--- src/rtl/fsk_demod_pkg.sv ---
// Shared helpers for the M-ary FSK demodulator: tone count, widths and default thresholds.
package fsk_demod_pkg;

  function automatic int m_tones(input int bits);
    return 1 << bits;
  endfunction

  function automatic int samp_w(input int sps);
    return (sps > 1) ? $clog2(sps) : 1;
  endfunction

  // A symbol is exactly BITS_PER_SYM wide; the top builds its sym_t from this.
  function automatic int sym_w(input int bits);
    return bits;
  endfunction

  // Power-up table: 3/16, 3/32, 3/64 ... of the window length, highest tone first.
  function automatic int dflt_thresh(input int sps, input int i);
    return (3 * sps) >> (4 + i);
  endfunction

endpackage

--- src/rtl/fsk_glitch_filter.sv ---
// Level filter: output follows the input only after GLITCH_LEN consecutive samples at the new level.
module fsk_glitch_filter #(
  parameter int GLITCH_LEN = 2
) (
  input  logic clk,
  input  logic reset,
  input  logic d_in,
  output logic d_out
);
  localparam int RW = (GLITCH_LEN > 1) ? $clog2(GLITCH_LEN) : 1;

  logic [RW-1:0] run;

  always_ff @(posedge clk or negedge reset) begin
    if (!reset) begin
      d_out <= 1'b0;
      run   <= '0;
    end else if (d_in == d_out) begin
      run <= '0;
    end else if (run == RW'(GLITCH_LEN - 1)) begin
      d_out <= d_in;
      run   <= '0;
    end else begin
      run <= run + 1'b1;
    end
  end
endmodule

--- src/rtl/fsk_demod_mary.sv ---
// M-ary FSK demodulator: counts filtered-level transitions per symbol window and
// maps the count onto a programmable threshold table.
module fsk_demod_mary
  import fsk_demod_pkg::*;
#(
  parameter int BITS_PER_SYM = 2,
  parameter int SPS          = 128,
  parameter int CNT_W        = 8,
  parameter int GLITCH_LEN   = 2
) (
  input  logic                    clk,
  input  logic                    reset,
  input  logic                    en,
  input  logic                    sym_sync,
  input  logic                    din,
  input  logic                    thresh_wr,
  input  logic [BITS_PER_SYM-1:0] thresh_idx,
  input  logic [CNT_W-1:0]        thresh_data,
  output logic [BITS_PER_SYM-1:0] dout,
  output logic                    dout_valid,
  output logic [CNT_W-1:0]        edge_cnt,
  output logic                    overflow
);
  localparam int M  = m_tones(BITS_PER_SYM);
  localparam int SW = samp_w(SPS);
  localparam logic [SW-1:0]    LAST = SW'(SPS - 1);
  localparam logic [CNT_W-1:0] CMAX = '1;

  typedef logic [sym_w(BITS_PER_SYM)-1:0] sym_t;

  logic sync1, sync2, filt_in, filt, filt_q, trans, sat, sat_nxt, last;
  logic [SW-1:0]               samp;
  logic [CNT_W-1:0]            cnt_nxt;
  logic [M-2:0][CNT_W-1:0]     thresh;
  sym_t                        decide;

  always_ff @(posedge clk or negedge reset) begin
    if (!reset) {sync2, sync1} <= 2'b00;
    else        {sync2, sync1} <= {sync1, din};
  end

  // Feeding the held level back in freezes the filter while the window is disabled.
  assign filt_in = en ? sync2 : filt;

  fsk_glitch_filter #(.GLITCH_LEN(GLITCH_LEN)) u_filt (
    .clk   (clk),
    .reset (reset),
    .d_in  (filt_in),
    .d_out (filt)
  );

  assign trans = filt ^ filt_q;
  assign last  = (samp == LAST);

  always_comb begin
    cnt_nxt = edge_cnt;
    sat_nxt = sat;
    if (trans) begin
      if (edge_cnt == CMAX) sat_nxt = 1'b1;
      else                  cnt_nxt = edge_cnt + 1'b1;
    end
    // Lowest index wins, so scan downwards and let each hit overwrite.
    decide = sym_t'(M - 1);
    for (int i = M - 2; i >= 0; i--)
      if (cnt_nxt > thresh[i]) decide = sym_t'(i);
  end

  always_ff @(posedge clk or negedge reset) begin
    if (!reset) begin
      filt_q     <= 1'b0;
      samp       <= '0;
      edge_cnt   <= '0;
      sat        <= 1'b0;
      dout       <= '0;
      dout_valid <= 1'b0;
      overflow   <= 1'b0;
    end else begin
      filt_q     <= filt;
      dout_valid <= 1'b0;
      if (sym_sync) begin
        samp     <= '0;
        edge_cnt <= '0;
        sat      <= 1'b0;
      end else if (en) begin
        if (last) begin
          samp       <= '0;
          edge_cnt   <= '0;
          sat        <= 1'b0;
          dout       <= decide;
          overflow   <= sat_nxt;
          dout_valid <= 1'b1;
        end else begin
          samp     <= samp + 1'b1;
          edge_cnt <= cnt_nxt;
          sat      <= sat_nxt;
        end
      end
    end
  end

  always_ff @(posedge clk or negedge reset) begin
    if (!reset) begin
      for (int i = 0; i < M - 1; i++) thresh[i] <= CNT_W'(dflt_thresh(SPS, i));
    end else if (thresh_wr && (int'(thresh_idx) <= M - 2)) begin
      thresh[thresh_idx] <= thresh_data;
    end
  end
endmodule
--- config.mk ---
export PLATFORM = sky130hd
export DESIGN_NAME = fsk_demod_mary
export DESIGN_NICKNAME = d
export VERILOG_FILES = /design/src/rtl/fsk_demod_pkg.sv /design/src/rtl/fsk_glitch_filter.sv /design/src/rtl/fsk_demod_mary.sv
export SDC_FILE = /design/constraint.sdc
export NUM_CORES = 1
export LEC_CHECK = 0
export CAP_MARGIN = 20
export CORE_ASPECT_RATIO = 0.75
export CORE_MARGIN = 2
export CORE_UTILIZATION = 50
export CTS_BUF_LIST = sky130_fd_sc_hd__clkbuf_4 sky130_fd_sc_hd__clkbuf_8
export DETAILED_ROUTE_END_ITERATION = 7
export PLACE_DENSITY = 0.84
export SLEW_MARGIN = 20
export SYNTH_ARGS = -nofsm -noshare
export SYNTH_HDL_FRONTEND = slang
export SYNTH_SLANG_ARGS = --single-unit
--- constraint.sdc ---
create_clock -name clk -period 8 [get_ports clk]
set_clock_uncertainty 0.2 [all_clocks]
set_input_delay 1.6 -clock clk [delete_from_list [all_inputs] [get_ports clk]]
set_output_delay 1.6 -clock clk [all_outputs]
set_load 0.005 [all_outputs]
==> Word level (Yosys, flattened, before mapping) <==
Index checks and enable logic that the tools add are counted.
{ "totals": {"elab_cells": 59, "input_bits": 16, "ff_bits": 49, "out_inout_bits": 12} }
{ "classes": {"n_bitwise": 3, "mux": 25, "reduce_logical": 5, "magnitude_cmp": 6, "addsub": 3, "eq_ne": 3} }
{ "op_table": {"columns": ["operator", "count"], "rows": [
  ["$mux W8", 6],
  ["$bwmux W24", 1],
  ["$gt A8 B8 Y1", 3],
  ["$mux W7", 3],
  ["$demux W8 S2", 1],
  ["$mux W1", 12],
  ["$add A8 B1 Y8 const B", 1],
  ["$eq A8 B8 Y1 const B", 1],
  ["$add A7 B1 Y7 const B", 1],
  ["$eq A7 B7 Y1 const B", 1],
  ["$mux W2", 2],
  ["$lt A2 B3 Y1 const B", 1],
  ["$reduce_and A3 Y1", 1],
  ["$ge A2 B1 Y1 const B", 1],
  ["$le A2 B2 Y1 const B", 1],
  ["$logic_and A1 B1 Y1", 2],
  ["$not A1 Y1", 2],
  ["$reduce_and A2 Y1", 1],
  ["$reduce_bool A2 Y1", 1],
  ["$add A1 B1 Y1 const B", 1],
  ["$eq A1 B1 Y1", 1],
  ["$xor A1 B1 Y1", 1]
]} }

==> Depth between registers and ports, before layout <==
{ "depth": {"ltp_word": 7, "ltp_mapped": 13, "ltp_nobuf": 11} }

==> Cells and area by module <==
From an unflattened synthesis, not the netlist that was laid out.
{ "hier_totals": {"hier_cells": 255, "area_unflattened_um2": 2680.1} }
{ "by_module_without_submodules": {"columns": ["module", "instances", "area_per_inst_um2", "seq_area_each_um2", "cells_per_inst"], "rows": [
  ["fsk_demod_mary", 1, 2602.5, 1183.6, 250],
  ["fsk_glitch_filter", 1, 77.6, 50.0, 5]
]} }

==> Worst setup path before layout <==
Ideal clock, no wire load.
{ "synth_path": {"kind": "register -> register", "start": "reg edge_cnt[0]", "end": "reg dout[1]", "stages_incl_launch_ff": 13, "path_slack_ns": 5.118, "arrival_ns": 2.587, "setup_time_ns": 0.096, "period_less_slack_ns": 2.882, "cell_sequence": "dfrtp_1 -> ha_1 -> clkbuf_1 -> nand4_1 -> o21a_1 -> buf_2 -> mux2_2 -> ha_1 -> nor2b_1 -> o211ai_1 -> a21oi_1 -> o22a_1 -> o31ai_1"} }
{ "synth_between": {"elab_chain_cells": 6} }
{ "synth_lines": {"columns": ["item", "line", "text"], "rows": [
  ["start: declaration", "fsk_demod_mary.sv:21", "output logic [CNT_W-1:0] edge_cnt,"],
  ["start signal: assignment", "fsk_demod_mary.sv:94", "edge_cnt <= cnt_nxt;"],
  ["$add A8 B1 Y8 / $eq A8 B8 Y1 (equally long branches)", "fsk_demod_mary.sv:60, fsk_demod_mary.sv:59", null],
  ["$mux W8", "fsk_demod_mary.sv:59", "if (edge_cnt == CMAX) sat_nxt = 1'b1;"],
  ["$mux W8 (*)", "fsk_demod_mary.sv:58", "if (trans) begin"],
  ["$gt A8 B8 Y1", "fsk_demod_mary.sv:65", "if (cnt_nxt > thresh[i]) decide = sym_t'(i);"],
  ["$mux W2", "fsk_demod_mary.sv:65", null],
  ["$mux W2 (*)", "fsk_demod_mary.sv:65", null],
  ["end signal: assignment", "fsk_demod_mary.sv:89", "dout <= decide;"],
  ["end: declaration", "fsk_demod_mary.sv:19", "output logic [BITS_PER_SYM-1:0] dout,"]
]} }
Every way passes the cells marked *; elsewhere a longest branch is shown, timed or not.
A chain may end at the register's enable or synchronous reset.

==> Worst setup path in the final report <==
{ "layout_path": {"start": "reg edge_cnt[0]", "end": "reg dout[0]"} }
{ "layout_between": {"elab_chain_cells": 7} }
{ "layout_lines": {"columns": ["item", "line"], "rows": [
  ["$add A8 B1 Y8 / $eq A8 B8 Y1 (equally long branches)", "fsk_demod_mary.sv:60, fsk_demod_mary.sv:59"],
  ["$mux W8", "fsk_demod_mary.sv:59"],
  ["$mux W8 (*)", "fsk_demod_mary.sv:58"],
  ["$gt A8 B8 Y1", "fsk_demod_mary.sv:65"],
  ["$mux W1", "fsk_demod_mary.sv:65"],
  ["$mux W2", "fsk_demod_mary.sv:65"],
  ["$mux W2 (*)", "fsk_demod_mary.sv:65"]
]} }
Marked as above.

==> summary by stage <==
Yosys
The synthesized net count is 298. The synthesized netlist occupies a cell area of 0.002681 mm^2. The count of flip-flops with a built-in enable after synthesis is 0. After technology mapping, the gate count stands at 256. The largest total area in the synthesized netlist belongs to dfrtp_1.

The sequential cell area fraction in the yosys report is 46.01%. The leading cell type by number of instances after synthesis is dfrtp_1. The area share of the largest cell type after synthesis is 40.13%. For this run, the number of Yosys warnings is 0. The number of synthesized register bits is 49.

Ranked by instance count, the synthesized netlist is headed by dfrtp_1, ha_1, nand2_1, inv_1, mux2_2. Sorting the synthesized cells by area gives the leading types as dfrtp_1, ha_1, mux2_2. The synthesized netlist contains 40 unique library cells. The most used flip-flop cell after synthesis is dfrtp_1. The mean post-synth cell area is 10.47 um^2.

The fraction of registers with async set/reset is 100.0%.

Critical path
The worst register-to-register path begins at edge_cnt[0]. The endpoint identified for the worst register-to-register timing path is dout[0]. STA classifies the critical path endpoint as a flop. In this run the worst setup path begins at edge_cnt[0]. Data arrives at the worst endpoint at 3.25 ns. The category of the most critical setup path is reg2reg. The capture point of the critical path is dout[0]. For the worst flop-to-flop path, the logic depth is 11. STA classifies the critical path startpoint as a flop. The worst-case register-to-register setup slack is 4.74 ns. Data on the critical path is required at its endpoint by 7.99 ns. The largest fanout on the critical path is 9.

Timing
Static timing analysis puts the maximum clock frequency at 306.7 MHz. The final number of hold-violating endpoints is 0. The total negative slack is 0 ns. The final-layout worst hold slack is 0.1648 ns.

The worst path uses 40.76% of the clock period. The final number of max-transition violations is 0. At the pin with the least slew margin, the transition time is 0.6981 ns. The worst-case headroom to the max-slew limit is 53.29%. The number of setup violations in the final report is 0. The shortest period the worst path allows is 3.261 ns. Setup repair after global routing left no endpoint under its margin.

Power
The power density over cell area is 212.2 mW/mm^2. The worst-case IR drop observed on VDD is 0.1203 mV. In this run the static leakage power is 1.421 nW. The final total power is 659.6 uW.

Routing
The number of design-rule violations left by the first detailed-router iteration is 185. The wire length reported by the detailed router is 5594 um. Dividing the detail-routed via count by the number of cells gives 5.600. The post-detailed-route DRC marker count is 0. Summing over every cut layer, the via total after detailed routing is 2016.

In this run the remaining antenna-violating nets after routing total 0. The iteration count of the initial detailed-routing pass is 4. In the final routed layout, each cell accounts on average for 15.54 um.

Die
Measured along the y axis, the die boundary spans 67.42 um. The die outline area is 0.005971 mm^2. The area inside the core boundary is 0.005266 mm^2. The standard-cell row count is 23. The die is 88.56 um wide. Once the floorplan was initialized, standard cells occupied 50.91% of the core. The number of ports placed on the die boundary is 28.

Clocking
The number of buffers added by the clock tree synthesis step is 5. The maximum number of buffers from clock root to sink is 2. The number of post-CTS setup repair buffers is 0. The count of hold buffers inserted by post-cts repair is 0. The CTS tree is done. The clock latency at the later pin of the worst-skew pair is 0.30 ns. In this run, post-CTS repair resized a total of 0 instances. The clock net in this run drives a total of 49 sinks. The clock tree root buffer cell is clkbuf_8. CTS built an H-tree with a depth of 2. The clock-pin slew of the registers on the worst-case setup and hold paths is 0.09 ns.

Layout
The synthesis-to-layout area growth is 15.91%. Fill cells in the final layout number 431. Cells fill 59.02% of the core in the end. Summing all non-filler instances in the final layout gives an area of 0.003108 mm^2. At the end of the flow, the number of nets in the layout was 326.

In the final layout, the share of cells above drive strength 1 is 14.39%. The sequential standard cell area is 0.001234 mm^2. The number of antenna diodes is 0. The area of combinational cells with multiple inputs is 0.001336 mm^2.

Global routing
The via count of the first global-routing pass came to 1987. The initial antenna violation count is 0. Across every metal layer, demand over resource in global routing totals 20.39%. After global routing the overflow that remains totals 0. The first global-routing pass estimated 9328 um of wire. Entering global routing, the biggest net connects 50 pins.

Placed design
Input and output buffers added on the ports amount to 27. The HPWL after detailed placement is 4196 um. At the end of routability-driven placement, the weighted congestion stood at 0.8079. In this run the cell area measured after placement is 0.003019 mm^2.

Outcome
The run finished with clean final reports.

Worst hold path
The tightest min-delay check is of the reg2reg type.

Flow run
Max-cap violations in this run came to 0.
==> logic make-up after synthesis <==
family          Yosys count  synth area share, %
mux                      20                8.539
buf+inv                  29                4.153
simple gates             65                13.07
compound gates           57                12.83
xor+xnor                 10                3.266
flops                    49                46.01
fa+ha+maj                26                12.13
==> power by group <==
| group | internal (mW) | total, mW | switching (mW) | leakage (nW) |
|---|---|---|---|---|
| Clock | 0.0605 | 0.145 | 0.0843 | 0.0439 |
| Sequential | 0.285 | 0.311 | 0.0259 | 0.616 |
| Combinational | 0.0962 | 0.204 | 0.108 | 0.761 |
| Total | 0.442 | 0.660 | 0.218 | 1.42 |
==> cell type report <==
class / count / share of cell area [%]
inverter: 22 / 2.657
multi-input combinational: 178 / 43.00
sequential: 49 / 39.69
tap: 75 / 3.019
timing repair buffer: 28 / 8.857
clock inverter: 3 / 0.5636
clock buffer: 5 / 2.214
==> through the flow <==
step / worst slack, ns / std cells
after global placement: 4.632 / 352
final: 4.739 / 360
after global routing: 4.510 / 360
after CTS: 4.752 / 360
after detailed placement: 4.478 / 352
after floorplan: 5.118 / 256
==> how the worst min path moves through the flow <==
stage               cells past startpoint    end   from
global route                            0  sync2  sync1
detailed placement                      0  sync2  sync1
finish                                  0  sync2  sync1
global placement                        0  sync2  sync1
floorplan                               0  sync2  sync1
CTS                                     0  sync2  sync1
==> flip-flops by register name (all words and copies together), names as in the netlist, 2 cells and up <==
| register | flops |
|---|---|
| samp | 7 |
| dout | 2 |
| edge_cnt | 8 |
| thresh | 24 |
==> placed cells by master, fill, tap and decap left out, drive strengths merged, types with 2 or more instances in the layout <==
cell / Yosys / final
xor2: 5 / 5
a21oi: 15 / 15
o211ai: 3 / 3
a22o: 3 / 3
nand3b: 3 / 3
xnor2: 5 / 5
clkbuf: 5 / 5
o31ai: 5 / 5
ha: 26 / 26
nand3: 2 / 2
nand2: 26 / 26
nand4: 12 / 12
clkdlybuf4s50: 0 / 26
mux2: 20 / 20
dfrtp: 43 / 43
nor2b: 5 / 5
o22ai: 2 / 2
dfstp: 6 / 6
o21ai: 21 / 21
inv: 22 / 22
o22a: 2 / 2
clkinv: 0 / 2
buf: 2 / 2
nor2: 7 / 7
nor3b: 3 / 3
a21o: 2 / 2
==> layer usage <==
metal	up-vias	global-route usage [%]	part of all wire, %
li1	969	-	-
met1	979	28.18	47
met2	58	31.86	46
met3	10	4.645	5.4
met4	0	7.008	1.2
met5	-	0	0
==> worst max-delay path, stage by stage (launching register included) <==
cell	delay (ns)
dfrtp_1	0.50
ha_1	0.36
nand4_1	0.16
o21a_1	0.34
nand4_1	0.23
xnor2_1	0.32
ha_1	0.32
a21oi_1	0.19
a21oi_1	0.09
o22a_1	0.20
nor2_1	0.14
o31ai_1	0.07
No activity file was read; power rests on OpenSTA's default activity.
